--- config.mk ---
export PLATFORM = sky130hd
export DESIGN_NAME = measurement_window_counter
export DESIGN_NICKNAME = d
export VERILOG_FILES = /design/src/rtl/measurement_pkg.sv /design/src/rtl/measurement_channel_acc.sv /design/src/rtl/measurement_window_counter.sv
export SDC_FILE = /design/constraint.sdc
export NUM_CORES = 1
export LEC_CHECK = 0
export CAP_MARGIN = 20
export CORE_ASPECT_RATIO = 1.75
export CORE_MARGIN = 1.5
export CORE_UTILIZATION = 45
export DETAILED_ROUTE_END_ITERATION = 16
export DONT_BUFFER_PORTS = 1
export GPL_ROUTABILITY_DRIVEN = 0
export PLACE_DENSITY = 0.57
export SYNTH_ARGS = -nofsm -noshare
export SYNTH_HDL_FRONTEND = slang
export SYNTH_SLANG_ARGS = --single-unit
--- constraint.sdc ---
create_clock -name clk_i -period 5.9 [get_ports clk_i]
set_clock_uncertainty 0.1 [all_clocks]
set_input_delay 1.18 -clock clk_i [delete_from_list [all_inputs] [get_ports clk_i]]
set_output_delay 1.18 -clock clk_i [all_outputs]
set_load 0.1 [all_outputs]
--- src/rtl/measurement_pkg.sv ---
// Shared state encoding, default widths and count-mode constants for the measurement window counter.
package measurement_pkg;

  typedef enum logic {
    ST_IDLE  = 1'b0,
    ST_COUNT = 1'b1
  } state_e;

  localparam int CNT_W_DEF = 12;
  localparam int WIN_W_DEF = 16;

  localparam bit MODE_WRAP     = 1'b0;
  localparam bit MODE_SATURATE = 1'b1;

endpackage

--- src/rtl/measurement_channel_acc.sv ---
// One channel accumulator with sticky overflow; exposes its next value so the final sample can be latched same-edge.
// Single-cycle update, no backpressure: clear takes priority over enable.
module measurement_channel_acc
  import measurement_pkg::*;
#(
  parameter int CNT_W    = CNT_W_DEF,
  parameter bit SATURATE = MODE_SATURATE
) (
  input  logic             clk_i,
  input  logic             rst_i,
  input  logic             clr_i,
  input  logic             en_i,
  output logic [CNT_W-1:0] cnt_nxt_o,
  output logic             ovf_nxt_o
);

  logic [CNT_W-1:0] acc_q;
  logic             ovf_q;

  always_comb begin
    cnt_nxt_o = acc_q;
    ovf_nxt_o = ovf_q;
    if (en_i) begin
      if (acc_q == '1) begin
        ovf_nxt_o = 1'b1;
        if (SATURATE == MODE_WRAP) cnt_nxt_o = '0;
      end else begin
        cnt_nxt_o = acc_q + 1'b1;
      end
    end
  end

  always_ff @(posedge clk_i or posedge rst_i) begin
    if (rst_i) begin
      acc_q <= '0;
      ovf_q <= 1'b0;
    end else if (clr_i) begin
      acc_q <= '0;
      ovf_q <= 1'b0;
    end else begin
      acc_q <= cnt_nxt_o;
      ovf_q <= ovf_nxt_o;
    end
  end

endmodule

--- src/rtl/measurement_window_counter.sv ---
// Multi-channel windowed event counter; result valid exactly L edges after the start edge.
// Result offered on valid/ready; an unconsumed result is overwritten by the next one and flagged via overrun_o.
module measurement_window_counter
  import measurement_pkg::*;
#(
  parameter int NUM_CH   = 4,
  parameter int CNT_W    = CNT_W_DEF,
  parameter int WIN_W    = WIN_W_DEF,
  parameter bit SATURATE = MODE_SATURATE
) (
  input  logic                    clk_i,
  input  logic                    rst_i,
  input  logic                    start_i,
  input  logic                    continuous_i,
  input  logic                    abort_i,
  input  logic [WIN_W-1:0]        window_len_i,
  input  logic [NUM_CH-1:0]       measurement_en_i,
  input  logic                    result_ready_i,
  output logic                    result_valid_o,
  output logic [NUM_CH*CNT_W-1:0] result_count_o,
  output logic [NUM_CH-1:0]       result_ovf_o,
  output logic                    busy_o,
  output logic                    overrun_o
);

  state_e                    state_q, state_d;
  logic [WIN_W-1:0]          rem_q, rem_d, len_q, len_d;
  logic [NUM_CH*CNT_W-1:0]   res_cnt_q, res_cnt_d, acc_nxt;
  logic [NUM_CH-1:0]         res_ovf_q, res_ovf_d, ovf_nxt, acc_en;
  logic                      res_vld_q, res_vld_d, overrun_q, overrun_d;
  logic                      counting, start_go, last_cycle, load, acc_clr;

  assign counting   = (state_q == ST_COUNT);
  assign start_go   = !counting && start_i && (window_len_i != '0);
  assign last_cycle = counting && (rem_q == WIN_W'(1));
  assign load       = last_cycle && !abort_i;
  // Accumulators restart at every window boundary so continuous windows lose no sample.
  assign acc_clr    = start_go || (counting && abort_i) || last_cycle;
  assign acc_en     = counting ? measurement_en_i : '0;

  for (genvar k = 0; k < NUM_CH; k++) begin : g_ch
    measurement_channel_acc #(
      .CNT_W    (CNT_W),
      .SATURATE (SATURATE)
    ) u_acc (
      .clk_i     (clk_i),
      .rst_i     (rst_i),
      .clr_i     (acc_clr),
      .en_i      (acc_en[k]),
      .cnt_nxt_o (acc_nxt[k*CNT_W +: CNT_W]),
      .ovf_nxt_o (ovf_nxt[k])
    );
  end

  always_comb begin
    state_d   = state_q;
    rem_d     = rem_q;
    len_d     = len_q;
    res_cnt_d = res_cnt_q;
    res_ovf_d = res_ovf_q;
    res_vld_d = res_vld_q;
    overrun_d = overrun_q;

    case (state_q)
      ST_IDLE: begin
        if (start_go) begin
          state_d   = ST_COUNT;
          rem_d     = window_len_i;
          len_d     = window_len_i;
          overrun_d = 1'b0;
        end
      end
      ST_COUNT: begin
        if (abort_i) begin
          state_d = ST_IDLE;
          rem_d   = '0;
        end else if (last_cycle) begin
          if (continuous_i) begin
            rem_d = len_q;
          end else begin
            state_d = ST_IDLE;
            rem_d   = '0;
          end
        end else begin
          rem_d = rem_q - 1'b1;
        end
      end
      default: state_d = ST_IDLE;
    endcase

    if (load) begin
      res_cnt_d = acc_nxt;
      res_ovf_d = ovf_nxt;
      res_vld_d = 1'b1;
      if (res_vld_q && !result_ready_i) overrun_d = 1'b1;
    end else if (res_vld_q && result_ready_i) begin
      res_vld_d = 1'b0;
    end
  end

  always_ff @(posedge clk_i or posedge rst_i) begin
    if (rst_i) begin
      state_q   <= ST_IDLE;
      rem_q     <= '0;
      len_q     <= '0;
      res_cnt_q <= '0;
      res_ovf_q <= '0;
      res_vld_q <= 1'b0;
      overrun_q <= 1'b0;
    end else begin
      state_q   <= state_d;
      rem_q     <= rem_d;
      len_q     <= len_d;
      res_cnt_q <= res_cnt_d;
      res_ovf_q <= res_ovf_d;
      res_vld_q <= res_vld_d;
      overrun_q <= overrun_d;
    end
  end

  assign result_valid_o = res_vld_q;
  assign result_count_o = res_cnt_q;
  assign result_ovf_o   = res_ovf_q;
  assign busy_o         = counting;
  assign overrun_o      = overrun_q;

endmodule
# After elaboration in Yosys (flattened, before gate mapping)
# Cells that the tools add are included.
[totals] latch_bits=0 mem_bits_rw=0 word_cells=83 reg_bits=139 output_inout_bits=55 in_bits=26 mem_count=0 romBits=0
[op_classes] bitwise_logic=1 n_div=0 addsub=5 eq_ne=6 magnitude_cmp=0 shifts=0 mul=0 mux=41 reduce_logical=15
[op_table] op="$mux W12" n=12
[op_table] op="$mux W16" n=4
[op_table] op="$add A12 B1 Y12 const B" n=4
[op_table] op="$eq A12 B12 Y1 const B" n=4
[op_table] op="$pmux W16 S2" n=1
[op_table] op="$mux W1" n=22
[op_table] op="$eq A16 B1 Y1 const B" n=1
[op_table] op="$reduce_bool A16 Y1" n=1
[op_table] op="$sub A16 B1 Y16 const B" n=1
[op_table] op="$logic_and A1 B1 Y1" n=7
[op_table] op="$mux W4" n=1
[op_table] op="$logic_not A1 Y1" n=3
[op_table] op="$logic_or A1 B1 Y1" n=2
[op_table] op="$ne A2 B2 Y1 const B" n=1
[op_table] op="$pmux W1 S2" n=1
[op_table] op="$reduce_and A2 Y1" n=1
[op_table] op="$reduce_bool A2 Y1" n=1
[op_table] op="$not A1 Y1" n=1

# Logic depth before layout (Yosys ltp)
[depth] depth_word=7 ltp_mapped=9 depth_no_buf=7

# Cells and area by module
# From an unflattened synthesis, not the netlist that was laid out.
[unflattened] cells_unflattened=802 hier_area_um2=7325.8
[by_module_without_submodules] module="measurement_window_counter" area_each_um2=4082.7 n_inst=1 seq_area_each_um2=2177.1 cells_per_inst=466
[by_module_without_submodules] module="measurement_channel_acc" area_each_um2=810.8 n_inst=4 seq_area_each_um2=325.3 cells_per_inst=84

# Worst setup path before layout
# Ideal clock, no wire load.
[synth_path] path_type="input to register" from="in measurement_en_i[3]" to="reg res_cnt_q[46] (netlist: result_count_o[46])" setup_ns=0.125 t_required_ns=5.675 arrival_ns=2.425 path_slack_ns=3.251 path_stages=5 n_path_buf=0 path_cell_list="nand2_1 -> or3_1 -> or4b_1 -> o21ai_1 -> o21ai_1"
[synth_between] elab_chain_cells=2
[synth_lines] item="start: declaration" line="measurement_window_counter.sv:17" source="input logic [NUM_CH-1:0] measurement_en_i,"
[synth_lines] item="$mux W4" line="measurement_window_counter.sv:39" source="assign acc_en = counting ? measurement_en_i : '0;"
[synth_lines] item="$mux W12" line="measurement_channel_acc.sv:23" source="if (en_i) begin"
[synth_lines] item="end signal: assignment" line="measurement_window_counter.sv:114" source="res_cnt_q <= res_cnt_d;"
[synth_lines] item="end: declaration" line="measurement_window_counter.sv:28" source="logic [NUM_CH*CNT_W-1:0] res_cnt_q, res_cnt_d, acc_nxt;"
# No other way between the ends.
# A chain may end at the register's enable or synchronous reset.

# Worst setup path after layout
[layout_path] from="in window_len_i[0]" to="reg rem_q[14]"
[layout_between] elab_chain_cells=3
[layout_lines] item="start: declaration" line="measurement_window_counter.sv:16" source="input logic [WIN_W-1:0] window_len_i,"
[layout_lines] item="$reduce_bool A16 Y1" line="measurement_window_counter.sv:34" source="assign start_go = !counting && start_i && (window_len_i != '0);"
[layout_lines] item="$logic_and A1 B1 Y1" line="measurement_window_counter.sv:34"
[layout_lines] item="$ne A2 B2 Y1 (no line)"
[layout_lines] item="end signal: assignment" line="measurement_window_counter.sv:112" source="rem_q <= rem_d;"
[layout_lines] item="end: declaration" line="measurement_window_counter.sv:27" source="logic [WIN_W-1:0] rem_q, rem_d, len_q, len_d;"
# No other way between the ends.

==> metrics.txt <==
status completed; Worst-Skew Late Latency approximately 0.41 ns; syn nets around 710; post_cts resized 0; Sinks on Clock Net roughly 140; DR vias 4755; die area 15000 um2; first drt pass iteration count 4; Critical Path AT 3.49 ns; EDFF count, synth 0; commonest non-fill, non-tap cell in the layout dfrtp_1; Die X between 90 and 100 um; Post-CTS Setup Inserts 0; cts hold-fix bufs 0; Async S/R FF share, synth 100%; vias in the first global route between 4000 and 5000; Final period util 55.3%; DP HPWL 10000 um; row count 57; Post-Syn Instances roughly 670; CTS clk-pin slew, worst paths approximately 0.060 ns; largest net degree at the start of global routing between 90 and 100; antenna violations before repair 0; number of max-cap violations 0; Routed Antenna Nets 0; syn avg cell area 9.50 um2; first-pass GRT wire length 24100 um; Startpoint Class input pin; Pwr Density approximately 360 nW/um2; most frequent cells in the layout dfrtp_1 (139), nand2_1 (135), nor2_1 (83); Vias/cell 5.55; area occupied by multi-input gates between 2000 and 3000 um2; Total GRT Usage 20.7%; synth top area cells dfrtp_1 (54%), nand2_1 (7.9%), nor2_1 (4.9%); Ports 81; RSZ-0062 raised after global routing no; Root Driver clkbuf_16; Setup crit end kind flip-flop; total power around 2.6 mW; WL per Instance 16.7 um; Slew Limit Headroom 31.3%; area of the core 13900 um2; Initial Util between 40 and 50%; layout cells sized above 1 7.35%; setup TNS 0 ns; IO buf count 0; Die Y between 150 and 200 um; WP data required roughly 6.1 ns; Hold Crit Class reg -> reg; achievable clock frequency just over 300 MHz; crit path kind in -> reg; First DRT Iteration DRCs 191; Sequential Area between 3000 and 4000 um2; sequential-to-total area share from yosys stat ~54%; Antenna Cells 0; VDD IR-drop max approximately 220 uV; GRT Residual Overflow 0; drc violations 0; Synth Warn # 0; Slew @ Worst Pin between 1 and 1.5 ns; synthesized flop and latch total between 100 and 150; htree depth 4; CTS Buf Count 17; Cell variety after synth 54; ys flop type dfrtp_1; Mapped Area roughly 6400 um2; post-route minimum period about 3.3 ns; final setup vio count 0; Routed Wire Length approximately 14000 um; CTS tree done; Area Overhead vs Synth 11.5%; Slew Limit Fails 0; area share of the leading cell type in the synthesized netlist 54.3%; Nets 699; Pleak 3.20 nW; Filler Cell Count between 1000 and 1500; crit-path max FO 24; CTS Buffer Depth 2; final hold vios 0; cell accounting for the most synthesized area dfrtp_1
-- through the flow --
stage                     cell area, um2  utilization (%)  std cells  hold WS, ns  setup WS [ns]
after global placement              6500             46.7        824        0.358           2.29
after detailed placement            6500             46.7        824        0.362           2.23
after floorplan                     6400                -        674        0.340          0.895
after global routing                7140             51.3        857        0.385           2.39
after CTS                           7120             51.2        856        0.377           2.32
final                               7140             51.3        857        0.374           2.64
-- cells by family (layout without fill, tap and decap cells) --
| family | after synthesis | after routing | share of synthesized area [%] |
|---|---|---|---|
| muxes | 16 | 16 | 2.50 |
| and+or+nand+nor | 336 | 336 | 24.6 |
| DFF | 139 | 139 | 54.3 |
| AOI/OAI and AO/OA | 112 | 112 | 10.5 |
| buffers and inverters | 36 | 42 | 2.93 |
| adders and majority gates | 6 | 6 | 1.17 |
| xor gates and xnor gates | 29 | 29 | 3.97 |
-- layout make-up --
type	count	area share, %
multi-input combinational	499	38.5
sequential	139	48.7
tap	177	3.10
clock buffer	17	5.96
timing repair buffer	4	0.473
inverter	6	0.386
clock inverter	15	2.79
-- cell usage after synthesis (all sizes together) (2+ instances only) --
cell type and count:
mux2i 16, and4 6, nor3 4, a211oi 2
o211ai 3, nand4 12, nand3 36, a21oi 10
xor2 5, buf 21, or3 2, and3 11
inv 6, dfrtp 139, a41o 2, nor2 86
o21ai 67, ha 6, nand2 135, or2 4
clkbuf 9, nor3b 2, nand2b 8, nor2b 2
nor4 13, xnor2 24, a221o 6, a31oi 3
a21o 6, and2 9, a222oi 2, nor4b 2
a22oi 4
-- path summary, 6_finish.rpt --
check	from	endpoint	slack, ns	cells past startpoint
worst min register to register	len_q[6]$_DFFE_PP0P_	len_q[6]$_DFFE_PP0P_	0.37	2
max in group asynchronous	rst_i	rem_q[3]$_DFFE_PP0P_	3.76	2
min in group asynchronous	rst_i	result_count_o[24]$_DFFE_PP0P_	0.63	1
worst max register to register	busy_o$_DFF_PP0_	rem_q[14]$_DFFE_PP0P_	2.67	6
worst max-delay path	window_len_i[0]	rem_q[14]$_DFFE_PP0P_	2.64	5
worst min-delay path	len_q[6]$_DFFE_PP0P_	len_q[6]$_DFFE_PP0P_	0.37	2
-- state kept, by name, summed over array words and instances, names as in the netlist --
| name | count |
|---|---|
| g_ch.u_acc.acc_q | 48 |
| result_ovf_o | 4 |
| result_count_o | 48 |
| g_ch.u_acc.ovf_q | 4 |
| busy_o | 1 |
| rem_q | 16 |
| len_q | 16 |
| overrun_o | 1 |
| result_valid_o | 1 |
-- layer usage --
| metal | vias up | global-route usage (%) | part of all wire (%) |
|---|---|---|---|
| met3 | 19 | 5.73 | 5.8 |
| met1 | 2303 | 23.1 | 38 |
| met5 | - | 0 | 0 |
| li1 | 2317 | - | - |
| met4 | 0 | 8.61 | 1.9 |
| met2 | 116 | 36.5 | 54 |
-- critical path: stages --
cell,delay (ns)
nor4_1,0.58
a41oi_2,0.64
nor2_2,0.81
a222oi_1,0.15
o21ai_0,0.13
-- report_power, final --
| part | internal [mW] | switching (mW) |
|---|---|---|
| sequential | 1.03 | 0.161 |
| clock | 0.708 | 0.415 |
| combinational | 0.116 | 0.175 |
Note: power is estimated with default switching activity, not from simulation.
==> edit (config.mk and constraints unchanged) <==
Set the package constant `WIN_W_DEF` to 32 (it was 16).
--- a/src/rtl/measurement_pkg.sv
+++ b/src/rtl/measurement_pkg.sv
@@ -7,7 +7,7 @@
   } state_e;
 
   localparam int CNT_W_DEF = 12;
-  localparam int WIN_W_DEF = 16;
+  localparam int WIN_W_DEF = 32;
 
   localparam bit MODE_WRAP     = 1'b0;
   localparam bit MODE_SATURATE = 1'b1;
Interface: changed (resized window_len_i); port bits go from 81 to 97. No check against the original RTL was run, so the function may have changed too.
==> edit against the unedited design <==
  * Combinational power up 65%
  * Cell area is 30% higher
  * Wire length up 51%
  * Sequential cell count grew 32
  * Worst setup slack worse by 0.23 ns
  * Highest routed layer unchanged
  * Synthesized cell count rose by 33%
  * Total power grew 21%
  * Cell count up 32%
  * Count of clock-buffer cells in the layout rose by 4
  * Area after synthesis is 32% higher
==> edit: results (changes against the unedited design) <==
- DRT Wirelength: 21.6 mm (+51%)
- Clk Latency, worst-skew pair: 0.44 ns (+0.03 ns)
- Yosys Warn Count: 0 (unchanged)
- # diodes: 0 (unchanged)
- Dpl hpwl: 14.9 mm (+48%)
- IO buf count: 0 (unchanged)
- Max stage delay on crit path: 0.64 ns (-0.17 ns)
- First-pass GRT wire length: 35.3 mm (+46%)
- Layout cells sized above 1: 8.40% (+1.0 points)
- Final #Nets: 928 (+33%)
- CP max-delay cell: nor4_1
- Pleak: 4.12 nW (+29%)
- Setup Buffers After CTS: 0 (unchanged)
- Final setup violation count: 0 (unchanged)
- Fillers: 1,734 (+34%)
- CTS Buf Count: 17 (unchanged)
- Vias in the first global route: 6,920 (+42%)
- CTS clock-pin slew for the worst setup and hold paths: 0.07 ns
- CP Max Fanout: 52 (+120%)
- Vias: 6,403 (+35%)
- Post-CTS sizing: 0 (unchanged)
- Pin count of the biggest net entering global routing: 131 (+38%)
- CTS max path bufs: 2 (unchanged)
- Post-placement cell area: 8630 sq um (+33%)
- Initial antenna violation count: 0 (unchanged)
- Synth Net Count: 946 (+34%)
- Area growth syn-to-layout: 10.1%
- Rel. slew slack: 35.7% (+4.4 points)
- CP arrival: 3.75 ns (+0.26 ns)
- Status: completed
- Hold Crit Class: reg -> reg
- DR iter-0 viols: 405 (+110%)
- H-tree levels: 4 (unchanged)
- Synth unique cells: 60 (+11%)
- Synth top area cells: dfrtp_1 51%, nand2_1 7.3%, mux2i_1 5.1%, nor2_1 4.8%, xnor2_1 2.8%
- First-pass iteration count of the detailed router: 4 (unchanged)
- Seq/Total Area, Yosys: 50.6% (-3.7 points)
- GRT Total Usage: 23.3% (+2.6 points)
- Root Driver: clkbuf_16
- Synth cell count leaders: 171 x dfrtp_1, 164 x nand2_1, 108 x nor2_1
- Share of flip-flops with an asynchronous set or reset: 100% (unchanged)
- Peak VDD IR: 0.214 mV (-1.7%)
==> edit: cell types whose count changed after synthesis, sizes merged, moves of 15 or more <==
cell,unedited run,this run
nand2,135,164
nor2,86,108
xor2,5,24
dfrtp,139,171
clkbuf,9,24
nor3,4,22
mux2i,16,43
o22ai,1,20
==> edit: area by class of cell <==
cell class	count	area share, %
Tap cell	238	3.20
Multi-Input combinational cell	671	42.3
Timing Repair Buffer	9	0.861
Clock inverter	11	2.33
Clock buffer	21	4.84
Sequential cell	171	46.0
Inverter	10	0.444
==> edit: cells by family after synthesis <==
kind of cell	share of synthesized area [%]
mux	6.29
compound gates	10.4
flops	50.6
fa+ha+maj	0.888
buf+inv	3.03
simple gates	23.5
xor+xnor	5.28
==> edit: metrics by stage <==
stage / std cells / hold slack, ns / total power (W) / worst slack (ns)
after floorplan: 898 / 0.346 / 0.00178 / 2.44
after global placement: 1099 / 0.358 / 0.00188 / 2.06
after detailed placement: 1099 / 0.364 / 0.00190 / 2.06
after CTS: 1131 / 0.381 / 0.00318 / 2.47
after global routing: 1131 / 0.401 / 0.00330 / 2.31
final: 1131 / 0.379 / 0.00315 / 2.41
==> edit: path summary, 6_finish.rpt <==
path,from,endpoint,slack (ns),depth (start not counted)
worst max register to register,busy_o$_DFF_PP0_,rem_q[29]$_DFFE_PP0P_,2.61,8
worst min-delay path,len_q[22]$_DFFE_PP0P_,rem_q[22]$_DFFE_PP0P_,0.38,1
worst min register to register,len_q[22]$_DFFE_PP0P_,rem_q[22]$_DFFE_PP0P_,0.38,1
max in group asynchronous,rst_i,g_ch[3].u_acc.acc_q[7]$_DFF_PP0_,3.84,2
min in group asynchronous,rst_i,result_count_o[19]$_DFFE_PP0P_,0.69,1
worst max-delay path,window_len_i[4],g_ch[3].u_acc.acc_q[2]$_DFF_PP0_,2.41,7
==> edit: metal layers <==
metal	global-route usage, %	share of wire, %	vias up
li1	-	-	3075
met1	24.5	37	3156
met2	43.4	56	131
met3	5.23	4.6	41
met4	10.6	3.2	0
met5	0	0	-
==> edit: critical path, delay by kind of cell <==
family / cells / cell delay [ns]
compound gates: 2 / 0.78
simple gates: 3 / 1.13
buf+inv: 2 / 0.64
==> edit: power by group <==
part / internal (W) / total [W] / switching [W]
Combinational: 0.000195 / 0.000480 / 0.000285
Sequential: 0.00127 / 0.00140 / 0.000129
Clock: 0.000805 / 0.00127 / 0.000465
